==> src/rtl/riscv_definitions_pkg.sv <==
// Shared RISC-V datapath types used by the operand-fetch slice.
package riscv_definitions;

  localparam int unsigned XLEN   = 32;
  localparam int unsigned REG_AW = 5;

  typedef logic [REG_AW-1:0] regAddr_t;

  typedef union packed {
    logic        [XLEN-1:0] u;
    logic signed [XLEN-1:0] s;
  } dataBus_u;

  typedef enum logic [2:0] {
    FWD_RF,
    FWD_EX,
    FWD_MEM,
    FWD_WB,
    FWD_ZERO
  } fwdSel_t;

  // A stage tap matches when it writes a register and the indices agree.
  function automatic logic tap_hit(input regAddr_t addr, input regAddr_t rd,
                                   input logic wr_en);
    return wr_en && (addr == rd);
  endfunction

endpackage

==> src/rtl/operand_fetch_fwd_mux.sv <==
// Per-operand bypass selector: x0, then EX, MEM, WB, then register file.
module fwd_mux
  import riscv_definitions::*;
#(
  parameter bit FWD_EN = 1'b1
) (
  input  regAddr_t addr,
  input  dataBus_u rf_data,
  input  regAddr_t ex_rd_addr,
  input  logic     ex_rd_wr_en,
  input  logic     ex_is_load,
  input  dataBus_u ex_result,
  input  regAddr_t mem_rd_addr,
  input  logic     mem_rd_wr_en,
  input  dataBus_u mem_result,
  input  regAddr_t wb_rd_addr,
  input  logic     wb_rd_wr_en,
  input  dataBus_u wb_data,
  output dataBus_u data,
  output fwdSel_t  sel
);

  // Priority select; a load in EX has no result yet so it is skipped here.
  always_comb begin
    sel  = FWD_RF;
    data = rf_data;
    if (addr == '0) begin
      sel  = FWD_ZERO;
      data = '0;
    end else if (FWD_EN) begin
      if (tap_hit(addr, ex_rd_addr, ex_rd_wr_en) && !ex_is_load) begin
        sel  = FWD_EX;
        data = ex_result;
      end else if (tap_hit(addr, mem_rd_addr, mem_rd_wr_en)) begin
        sel  = FWD_MEM;
        data = mem_result;
      end else if (tap_hit(addr, wb_rd_addr, wb_rd_wr_en)) begin
        sel  = FWD_WB;
        data = wb_data;
      end
    end
  end

endmodule

==> src/rtl/operand_fetch.sv <==
// ID-side operand stage: bypass muxes, load-use hazard detect, ID/EX register.
module operand_fetch
  import riscv_definitions::*;
#(
  parameter bit FWD_EN = 1'b1
) (
  input  logic     clk,
  input  logic     clk_en,
  input  logic     rst_n,
  input  logic     id_valid,
  input  regAddr_t id_rs1_addr,
  input  regAddr_t id_rs2_addr,
  input  logic     id_rs1_used,
  input  logic     id_rs2_used,
  input  regAddr_t id_rd_addr,
  input  dataBus_u rf_rs1,
  input  dataBus_u rf_rs2,
  input  regAddr_t ex_rd_addr,
  input  logic     ex_rd_wr_en,
  input  logic     ex_is_load,
  input  dataBus_u ex_result,
  input  regAddr_t mem_rd_addr,
  input  logic     mem_rd_wr_en,
  input  dataBus_u mem_result,
  input  regAddr_t wb_rd_addr,
  input  logic     wb_rd_wr_en,
  input  dataBus_u wb_data,
  input  logic     ex_hold,
  input  logic     flush,
  output logic     stall_id,
  output logic     idex_valid,
  output dataBus_u idex_rs1,
  output dataBus_u idex_rs2,
  output regAddr_t idex_rd_addr
);

  dataBus_u w_rs1_fwd;
  dataBus_u w_rs2_fwd;
  fwdSel_t  w_rs1_sel_unused;  // exposed for coverage probes
  fwdSel_t  w_rs2_sel_unused;
  logic     w_load_use;

  logic     r_idex_valid;
  dataBus_u r_idex_rs1;
  dataBus_u r_idex_rs2;
  regAddr_t r_idex_rd_addr;

  fwd_mux #(.FWD_EN(FWD_EN)) u_fwd_rs1 (
    .addr         (id_rs1_addr),
    .rf_data      (rf_rs1),
    .ex_rd_addr   (ex_rd_addr),
    .ex_rd_wr_en  (ex_rd_wr_en),
    .ex_is_load   (ex_is_load),
    .ex_result    (ex_result),
    .mem_rd_addr  (mem_rd_addr),
    .mem_rd_wr_en (mem_rd_wr_en),
    .mem_result   (mem_result),
    .wb_rd_addr   (wb_rd_addr),
    .wb_rd_wr_en  (wb_rd_wr_en),
    .wb_data      (wb_data),
    .data         (w_rs1_fwd),
    .sel          (w_rs1_sel_unused)
  );

  fwd_mux #(.FWD_EN(FWD_EN)) u_fwd_rs2 (
    .addr         (id_rs2_addr),
    .rf_data      (rf_rs2),
    .ex_rd_addr   (ex_rd_addr),
    .ex_rd_wr_en  (ex_rd_wr_en),
    .ex_is_load   (ex_is_load),
    .ex_result    (ex_result),
    .mem_rd_addr  (mem_rd_addr),
    .mem_rd_wr_en (mem_rd_wr_en),
    .mem_result   (mem_result),
    .wb_rd_addr   (wb_rd_addr),
    .wb_rd_wr_en  (wb_rd_wr_en),
    .wb_data      (wb_data),
    .data         (w_rs2_fwd),
    .sel          (w_rs2_sel_unused)
  );

  // Load-use: a used source waits on a load still in EX; one bubble suffices.
  always_comb begin
    w_load_use = id_valid && ex_is_load && ex_rd_wr_en && (ex_rd_addr != '0) &&
                 ((id_rs1_used && (id_rs1_addr == ex_rd_addr)) ||
                  (id_rs2_used && (id_rs2_addr == ex_rd_addr)));
    stall_id   = w_load_use || ex_hold;
  end

  // ID/EX boundary: flush > hold > bubble > capture.
  always_ff @(posedge clk or negedge rst_n) begin
    if (!rst_n) begin
      r_idex_valid   <= 1'b0;
      r_idex_rs1     <= '0;
      r_idex_rs2     <= '0;
      r_idex_rd_addr <= '0;
    end else if (clk_en) begin
      if (flush) begin
        r_idex_valid <= 1'b0;
      end else if (ex_hold) begin
        r_idex_valid <= r_idex_valid;
      end else if (w_load_use) begin
        r_idex_valid <= 1'b0;
      end else begin
        r_idex_valid   <= id_valid;
        r_idex_rs1     <= w_rs1_fwd;
        r_idex_rs2     <= w_rs2_fwd;
        r_idex_rd_addr <= id_rd_addr;
      end
    end
  end

  assign idex_valid   = r_idex_valid;
  assign idex_rs1     = r_idex_rs1;
  assign idex_rs2     = r_idex_rs2;
  assign idex_rd_addr = r_idex_rd_addr;

endmodule
==> config.mk <==
export PLATFORM = sky130hd
export DESIGN_NAME = operand_fetch
export DESIGN_NICKNAME = d
export VERILOG_FILES = /design/src/rtl/riscv_definitions_pkg.sv /design/src/rtl/operand_fetch_fwd_mux.sv /design/src/rtl/operand_fetch.sv
export SDC_FILE = /design/constraint.sdc
export NUM_CORES = 1
export LEC_CHECK = 0
export BUFFER_PORTS_ARGS = -buffer_cell sky130_fd_sc_hd__buf_2
export CELL_PAD_IN_SITES_DETAIL_PLACEMENT = 0
export CELL_PAD_IN_SITES_GLOBAL_PLACEMENT = 2
export CORE_UTILIZATION = 25
export DETAILED_ROUTE_END_ITERATION = 12
export GPL_TIMING_DRIVEN = 0
export PLACE_DENSITY = 0.83
export SLEW_MARGIN = 20
export SYNTH_ARGS = -nofsm -noshare
export SYNTH_HDL_FRONTEND = slang
export SYNTH_SLANG_ARGS = --single-unit
==> constraint.sdc <==
create_clock -name clk -period 2.2 [get_ports clk]
set_clock_uncertainty 0.1 [all_clocks]
set_input_delay 0.44 -clock clk [delete_from_list [all_inputs] [get_ports clk]]
set_output_delay 0.44 -clock clk [all_outputs]
set_load 0.03 [all_outputs]
==> impl_metrics.csv, run 1 <==
group,metric,value,unit
outcome,status,"finished, violations left",
worst_setup_path,reg2reg_to,"idex_rs2[10]$_DFFE_PN0P_",
routing,totalWireLength,26700,um
global_routing,grt_first_pass_wirelength,39500,um
power_and_ir_drop,ir_drop,0.372,mV
synth,synth-simple-area-share,27.4,%
finish,final_nets,1131,
finish,area_growth,43.5,%
global_routing,first_global_vias,6511,
placed_design,dpl.cell_count,1175,
synth,yosysWarnings,0,
cts,cts_root_buf,"clkbuf_16",
synth,synth_xor_xnor_area_share,4.96,%
sta,rsz0062_at_grt,"yes",
placed_design,io_buffers,271,
routing,viasPerCell,5.41,
synth,yosysSeqAreaShare,33.1,%
power_and_ir_drop,leakagePower,3.30,nW
placed_design,dp_hpwl,20300,um
global_routing,antenna_found_initial,1,
cts,h-tree-depth,3,
routing,drc,0,
routing,drt-initial-drc-count,329,
sta,hold_viol,0,
sta,fin_ws,-0.151,ns
finish,instances_no_fill,1205,
worst_hold_path,holdCritPathClass,"in -> reg",
worst_setup_path,criticalPathCategory,"in -> out",
synth,syn_area,0.00530,mm^2
routing,firstDrtPassIters,5,
sta,min_period_over_period,107,%
synth,synthAdderAreaFrac,0,%
worst_setup_path,cp-start-kind,"input pin",
die,num_io_pins,273,
synth,syn_nets,835,
synth,synthMuxAreaShare,1.06,%
synth,synth_compound_area_share,26.9,%
cts,clock_latency,0.35,ns
synth,synth_top_family_by_area,"simple AND/OR/NAND/NOR gates",
global_routing,grt_start_max_net_pins,49,
synth,synth_flop_cell,"dfrtp_1",
sta,setup_viol,21,
outcome,violations,"setup timing",
routing,wl_per_cell,22.1,um
sta,max_clock_freq,425,MHz
worst_setup_path,rr_worst_depth,1,
worst_setup_path,endpoint_kind,"output port",
global_routing,grt_usage,24.4,%
sta,min_period,2.35,ns
cts,clockBufferDepth,2,
worst_setup_path,arrival,1.81,ns
placed_design,gp_congestion,0.882,
synth,ys_ff_latch,70,
finish,mostFrequentLayoutCells,"buf_2 (270), dfrtp_1 (70), o21ai_0 (67), nor3_1 (66), or3_1 (65)",
synth,async_flop_share,100,%
sta,finalMaxSlewViolations,0,
worst_setup_path,cp-startpoint,"ex_rd_addr[1]",
worst_setup_path,critPathCapture,"stall_id",
synth,synthDistinctLibCells,32,
die,fp.coreArea,0.0205,mm^2
job,cap_violations,0,
cts,clkTransAtPathRegs,0.06,ns
synth,syn_inst,633,
die,num_rows,52,
sta,worst_pin_slew,0.667,ns
worst_setup_path,worstPathMaxFanout,3,
synth,synth-edff-count,0,
global_routing,overflow,0,
die,die_h,148,um
cts,clock-sinks,70,
worst_setup_path,reg2reg_from,"idex_rs2[10]$_DFFE_PN0P_",
routing,num_vias,6520,
power_and_ir_drop,finalPower,5.26,mW
die,initial_core_util,25.8,%
cts,numCtsBuffers,9,
synth,avgSynthCellArea,8.37,um^2
worst_setup_path,required,1.66,ns
cts,cts_tree,"built",
power_and_ir_drop,power_density,692,mW/mm^2
die,fp.dieW,148,um
finish,final_common_cell,"buf_2",
routing,antenna_left,0,
finish,drive_above_1_share,36.9,%
sta,timing.slew.headroom,55.5,%
worst_setup_path,regToRegSetupSlack,1.25,ns
die,die_area,0.0218,mm^2
[cells in the mapped netlist (4+ instances only)]
master / instances / share of area, %
clkbuf_1: 54 / 3.8
mux2_2: 5 / 1.1
o21ai_0: 67 / 6.3
nand2_1: 39 / 2.8
buf_6: 11 / 2.3
a31oi_1: 64 / 7.6
xnor2_1: 28 / 4.6
a221o_1: 64 / 12
nor2_1: 4 / 0.28
and2_1: 64 / 7.6
nand4_1: 5 / 0.59
or3_1: 65 / 7.7
dfrtp_1: 70 / 33
nor3_1: 67 / 6.3
[what timing repair did]
action / 4_1_cts / 5_1_grt
setup buffers: 5 / 7
hold endpoints to repair: 22 / 0
endpoints found under the setup margin: 68 / 70
pin swaps: 1 / 4
hold buffers: 1 / 0
resized for setup: 15 / 20
[logic make-up after synthesis]
logic type             Yosys count
multiplexers                     5
AO/OA/AOI/OAI                  198
AND/OR/NAND/NOR                260
XOR/XNOR                        30
buffers and inverters           70
flip-flops                      70
[layer usage]
metal	GRT usage [%]	part of all wire [%]	up-vias
li1	-	-	3000
met1	32.0	43	3124
met2	40.4	47	353
met3	3.98	7.3	43
met4	8.30	2.5	0
met5	0	0	-
[final cells by class]
type                            instances  area, um^2
Clock inverter                          5         104
Fill cell                            2232       12900
Buffer                                 68         355
Antenna cell                            1        2.50
Tap cell                              270         338
Timing Repair Buffer                  285        1520
Inverter                                2        7.51
Multi-Input combinational cell        493        3270
Sequential cell                        70        1750
Clock buffer                           11         253
[state kept, by name (all words and copies together) (netlist names)]
register      flops
idex_rs2         32
idex_rd_addr      5
idex_valid        1
idex_rs1         32
[how the worst min path moves through the flow]
stage,depth (start not counted),slack (ns),startpoint,endpoint
finish,2,0.22,id_rd_addr[0],idex_rd_addr[0]$_DFFE_PN0P_
global route,2,0.22,id_rd_addr[0],idex_rd_addr[0]$_DFFE_PN0P_
CTS,2,0.21,id_rd_addr[2],idex_rd_addr[2]$_DFFE_PN0P_
detailed placement,1,0.29,rst_n,idex_valid$_DFFE_PN0P_
global placement,2,0.37,idex_valid$_DFFE_PN0P_,idex_valid$_DFFE_PN0P_
floorplan,0,0.04,rst_n,idex_rd_addr[0]$_DFFE_PN0P_
[metrics by stage]
step	hold WS [ns]	instance area [um^2]	worst slack [ns]	setup TNS [ns]	utilization [%]
2_1_floorplan	0.0444	5300	-0.0636	-3.80	-
3_3_place_gp	0.374	6990	-0.949	-58.25	34.1
3_5_place_dp	0.291	7030	-0.778	-41.31	34.3
4_1_cts	0.211	7500	-0.167	-7.08	36.6
5_1_grt	0.221	7600	-0.201	-4.33	37.1
6_report	0.224	7600	-0.151	-0.557	37.1
[report_power, final]
part	switching [mW]	total (mW)	internal, mW	leakage [nW]
clock network	0.636	1.81	1.17	0.176
logic	1.14	1.79	0.648	2.25
registers	0.143	1.66	1.52	0.874
[worst max-delay path: stages]
cell and delay (ns):
buf_8 0.10, or4_4 0.56, o21ai_2 0.17, nor3_1 0.06
or3_1 0.33, buf_6 0.15
Note: power is estimated with default switching activity, not from simulation.
==> run 2: changes to the inputs <==
RECOVER_POWER = 100   (was unset)
==> run 2 against run 1 <==
Against the previous run: the run still ends with setup timing left; register-to-register slack barely moved; setup slack about the same; power is 1.3% lower; hold slack got worse by 0.00065 ns; utilization is 0.54 points lower; first-iteration DRC count rose by 6.1%; via count up 0.43%; sequential cell count unchanged.
==> impl_metrics.csv, run 2 (same netlist as run 1, synthesis figures left out) <==
group,metric,value,unit
die,fp.dieW,148,um
finish,area_growth,41.4,%
cts,cts_tree,"built",
power_and_ir_drop,leakagePower,3.06,nW
cts,clock_latency,0.35,ns
power_and_ir_drop,p_switching,1.92,mW
worst_setup_path,reg2reg_from,"idex_rs2[10]$_DFFE_PN0P_",
worst_hold_path,holdCritPathClass,"in -> reg",
worst_setup_path,required,1.66,ns
sta,worst_pin_slew,0.704,ns
finish,mostFrequentLayoutCells,"buf_2 (200), clkbuf_1 (113), dfrtp_1 (70), o21ai_0 (67), nor3_1 (66)",
job,cap_violations,0,
die,fp.coreArea,0.0205,mm^2
placed_design,dp_hpwl,20300,um
sta,min_period_over_period,107,%
global_routing,grt_usage,24.4,%
global_routing,first_global_vias,6511,
finish,final_common_cell,"buf_2",
sta,fin_ws,-0.151,ns
die,die_h,148,um
cts,cts_root_buf,"clkbuf_16",
cts,clockBufferDepth,2,
sta,timing.slew.headroom,53.0,%
routing,wl_per_cell,22.2,um
power_and_ir_drop,p_int,3.27,mW
power_and_ir_drop,p_clk_share,34.7,%
finish,final_nets,1131,
worst_setup_path,rr_worst_depth,1,
worst_hold_path,hold-path-cell-count,2,
power_and_ir_drop,comb_power_share,33.1,%
sta,max_clock_freq,425,MHz
cts,h-tree-depth,3,
finish,multi_input_area,0.00327,mm^2
sta,hold_viol,0,
placed_design,io_buffers,271,
power_and_ir_drop,switching_share,37.1,%
worst_setup_path,path_cells,"buf_8, or4_4, nor2_4, nor4_4, or3_1, buf_6",
sta,whs,0.224,ns
global_routing,overflow,0,
placed_design,gp_congestion,0.882,
worst_setup_path,slowest_delay,0.56,ns
finish,fillers,2251,
worst_setup_path,arrival,1.81,ns
routing,firstDrtPassIters,5,
cts,clkTransAtPathRegs,0.06,ns
power_and_ir_drop,power_density,693,mW/mm^2
worst_setup_path,endpoint_kind,"output port",
cts,clock-sinks,70,
routing,num_vias,6548,
worst_hold_path,hold_path_startpoint,"id_rd_addr[0]",
die,num_rows,52,
routing,viasPerCell,5.43,
power_and_ir_drop,finalPower,5.19,mW
die,die_area,0.0218,mm^2
sta,setup_viol,35,
worst_hold_path,holdPathEnd,"idex_rd_addr[0]$_DFFE_PN0P_",
routing,antenna_left,0,
global_routing,antenna_found_initial,1,
die,num_io_pins,273,
routing,drc,0,
cts,numCtsBuffers,9,
routing,drt-initial-drc-count,349,
die,initial_core_util,25.8,%
sta,min_period,2.35,ns
worst_setup_path,cpMaxStageDelayCell,"or4_4",
worst_setup_path,cp-start-kind,"input pin",
finish,regArea,0.00175,mm^2
global_routing,grt_start_max_net_pins,49,
finish,drive_above_1_share,29.4,%
worst_setup_path,criticalPathCategory,"in -> out",
outcome,status,"finished, violations left",
worst_setup_path,reg2reg_to,"idex_rs2[10]$_DFFE_PN0P_",
power_and_ir_drop,p_seq_share,32.2,%
finish,post-route-util,36.5,%
power_and_ir_drop,ir_drop,0.371,mV
sta,finalMaxSlewViolations,0,
worst_setup_path,regToRegSetupSlack,1.24,ns
outcome,violations,"setup timing",
routing,totalWireLength,26700,um
worst_setup_path,worstPathMaxFanout,4,
global_routing,grt_first_pass_wirelength,39500,um
sta,rsz0062_at_grt,"yes",
==> run 2: changes by cell type in the layout (fill, tap and decap cells not counted) <==
| cell | previous run | this run |
|---|---|---|
| buf_2 | 270 | 200 |
| clkbuf_1 | 43 | 113 |
| buf_16 | 1 | 0 |
| buf_4 | 12 | 11 |
| clkbuf_2 | 11 | 12 |
| clkbuf_4 | 0 | 1 |
| or2_0 | 0 | 1 |
| or2_1 | 1 | 0 |
==> run 2: what timing repair did <==
action                     in CTS  in global routing
hold endpoints to repair       22                  0
buffers inserted                5                  7
pin swaps                       1                  4
gates resized for setup        15                 20
hold buffers                    1                  0
setup endpoints to repair      68                 70
==> run 2: how the worst max path moves through the flow <==
stage                              from                  endpoint  slack, ns  depth (start not counted)
after floorplan           ex_rd_addr[1]  idex_rs2[20]$_DFFE_PN0P_      -0.06                          7
after global placement          ex_hold   idex_rs2[0]$_DFFE_PN0P_      -0.95                          7
after detailed placement  ex_rd_addr[1]   idex_rs2[6]$_DFFE_PN0P_      -0.78                          7
after CTS                       ex_hold  idex_rs1[11]$_DFFE_PN0P_      -0.17                          7
after global routing      ex_rd_addr[1]                  stall_id      -0.20                          7
final                     ex_rd_addr[1]                  stall_id      -0.15                          6
==> run 2: per-layer routing <==
layer / track usage [%] / wire, um / vias to the layer above
li1: - / - / 3003
met5: 0 / 0 / -
met4: 8.30 / 620 / 0
met3: 3.98 / 2070 / 35
met1: 32.0 / 11400 / 3129
met2: 40.4 / 12600 / 381
==> run 2: critical path, delay by kind of cell <==
kind	cells	cell delay, ns
buffers and inverters	2	0.25
AND/OR/NAND/NOR	4	1.12
==> run 2: metrics by stage <==
stage / worst slack [ns] / setup TNS, ns / area (um^2) / cells
2_1_floorplan: -0.0636 / -3.80 / 5300 / 633
3_3_place_gp: -0.949 / -58.25 / 6990 / 1174
3_5_place_dp: -0.778 / -41.31 / 7030 / 1175
4_1_cts: -0.167 / -7.08 / 7500 / 1197
5_1_grt: -0.202 / -8.21 / 7490 / 1204
6_report: -0.151 / -1.00 / 7490 / 1205
==> run 2: power groups by stage <==
| stage | Sequential, mW | Combinational (mW) | Clock (mW) |
|---|---|---|---|
| 2_1_floorplan | 2.12 | 0.555 | 0 |
| 6_report | 1.67 | 1.72 | 1.80 |
| 4_1_cts | 1.66 | 1.78 | 1.84 |
| 3_3_place_gp | 1.68 | 1.74 | 0 |
| 5_1_grt | 1.70 | 1.83 | 1.88 |
| 3_5_place_dp | 1.68 | 1.76 | 0 |
==> run 2: cell type report <==
class	instances	area share [%]
Timing Repair Buffer	285	18.8
Clock inverter	5	1.39
Multi-Input combinational cell	493	43.6
Inverter	2	0.100
Antenna cell	1	0.0334
Sequential cell	70	23.4
Tap cell	270	4.51
Clock buffer	11	3.38
Buffer	68	4.75
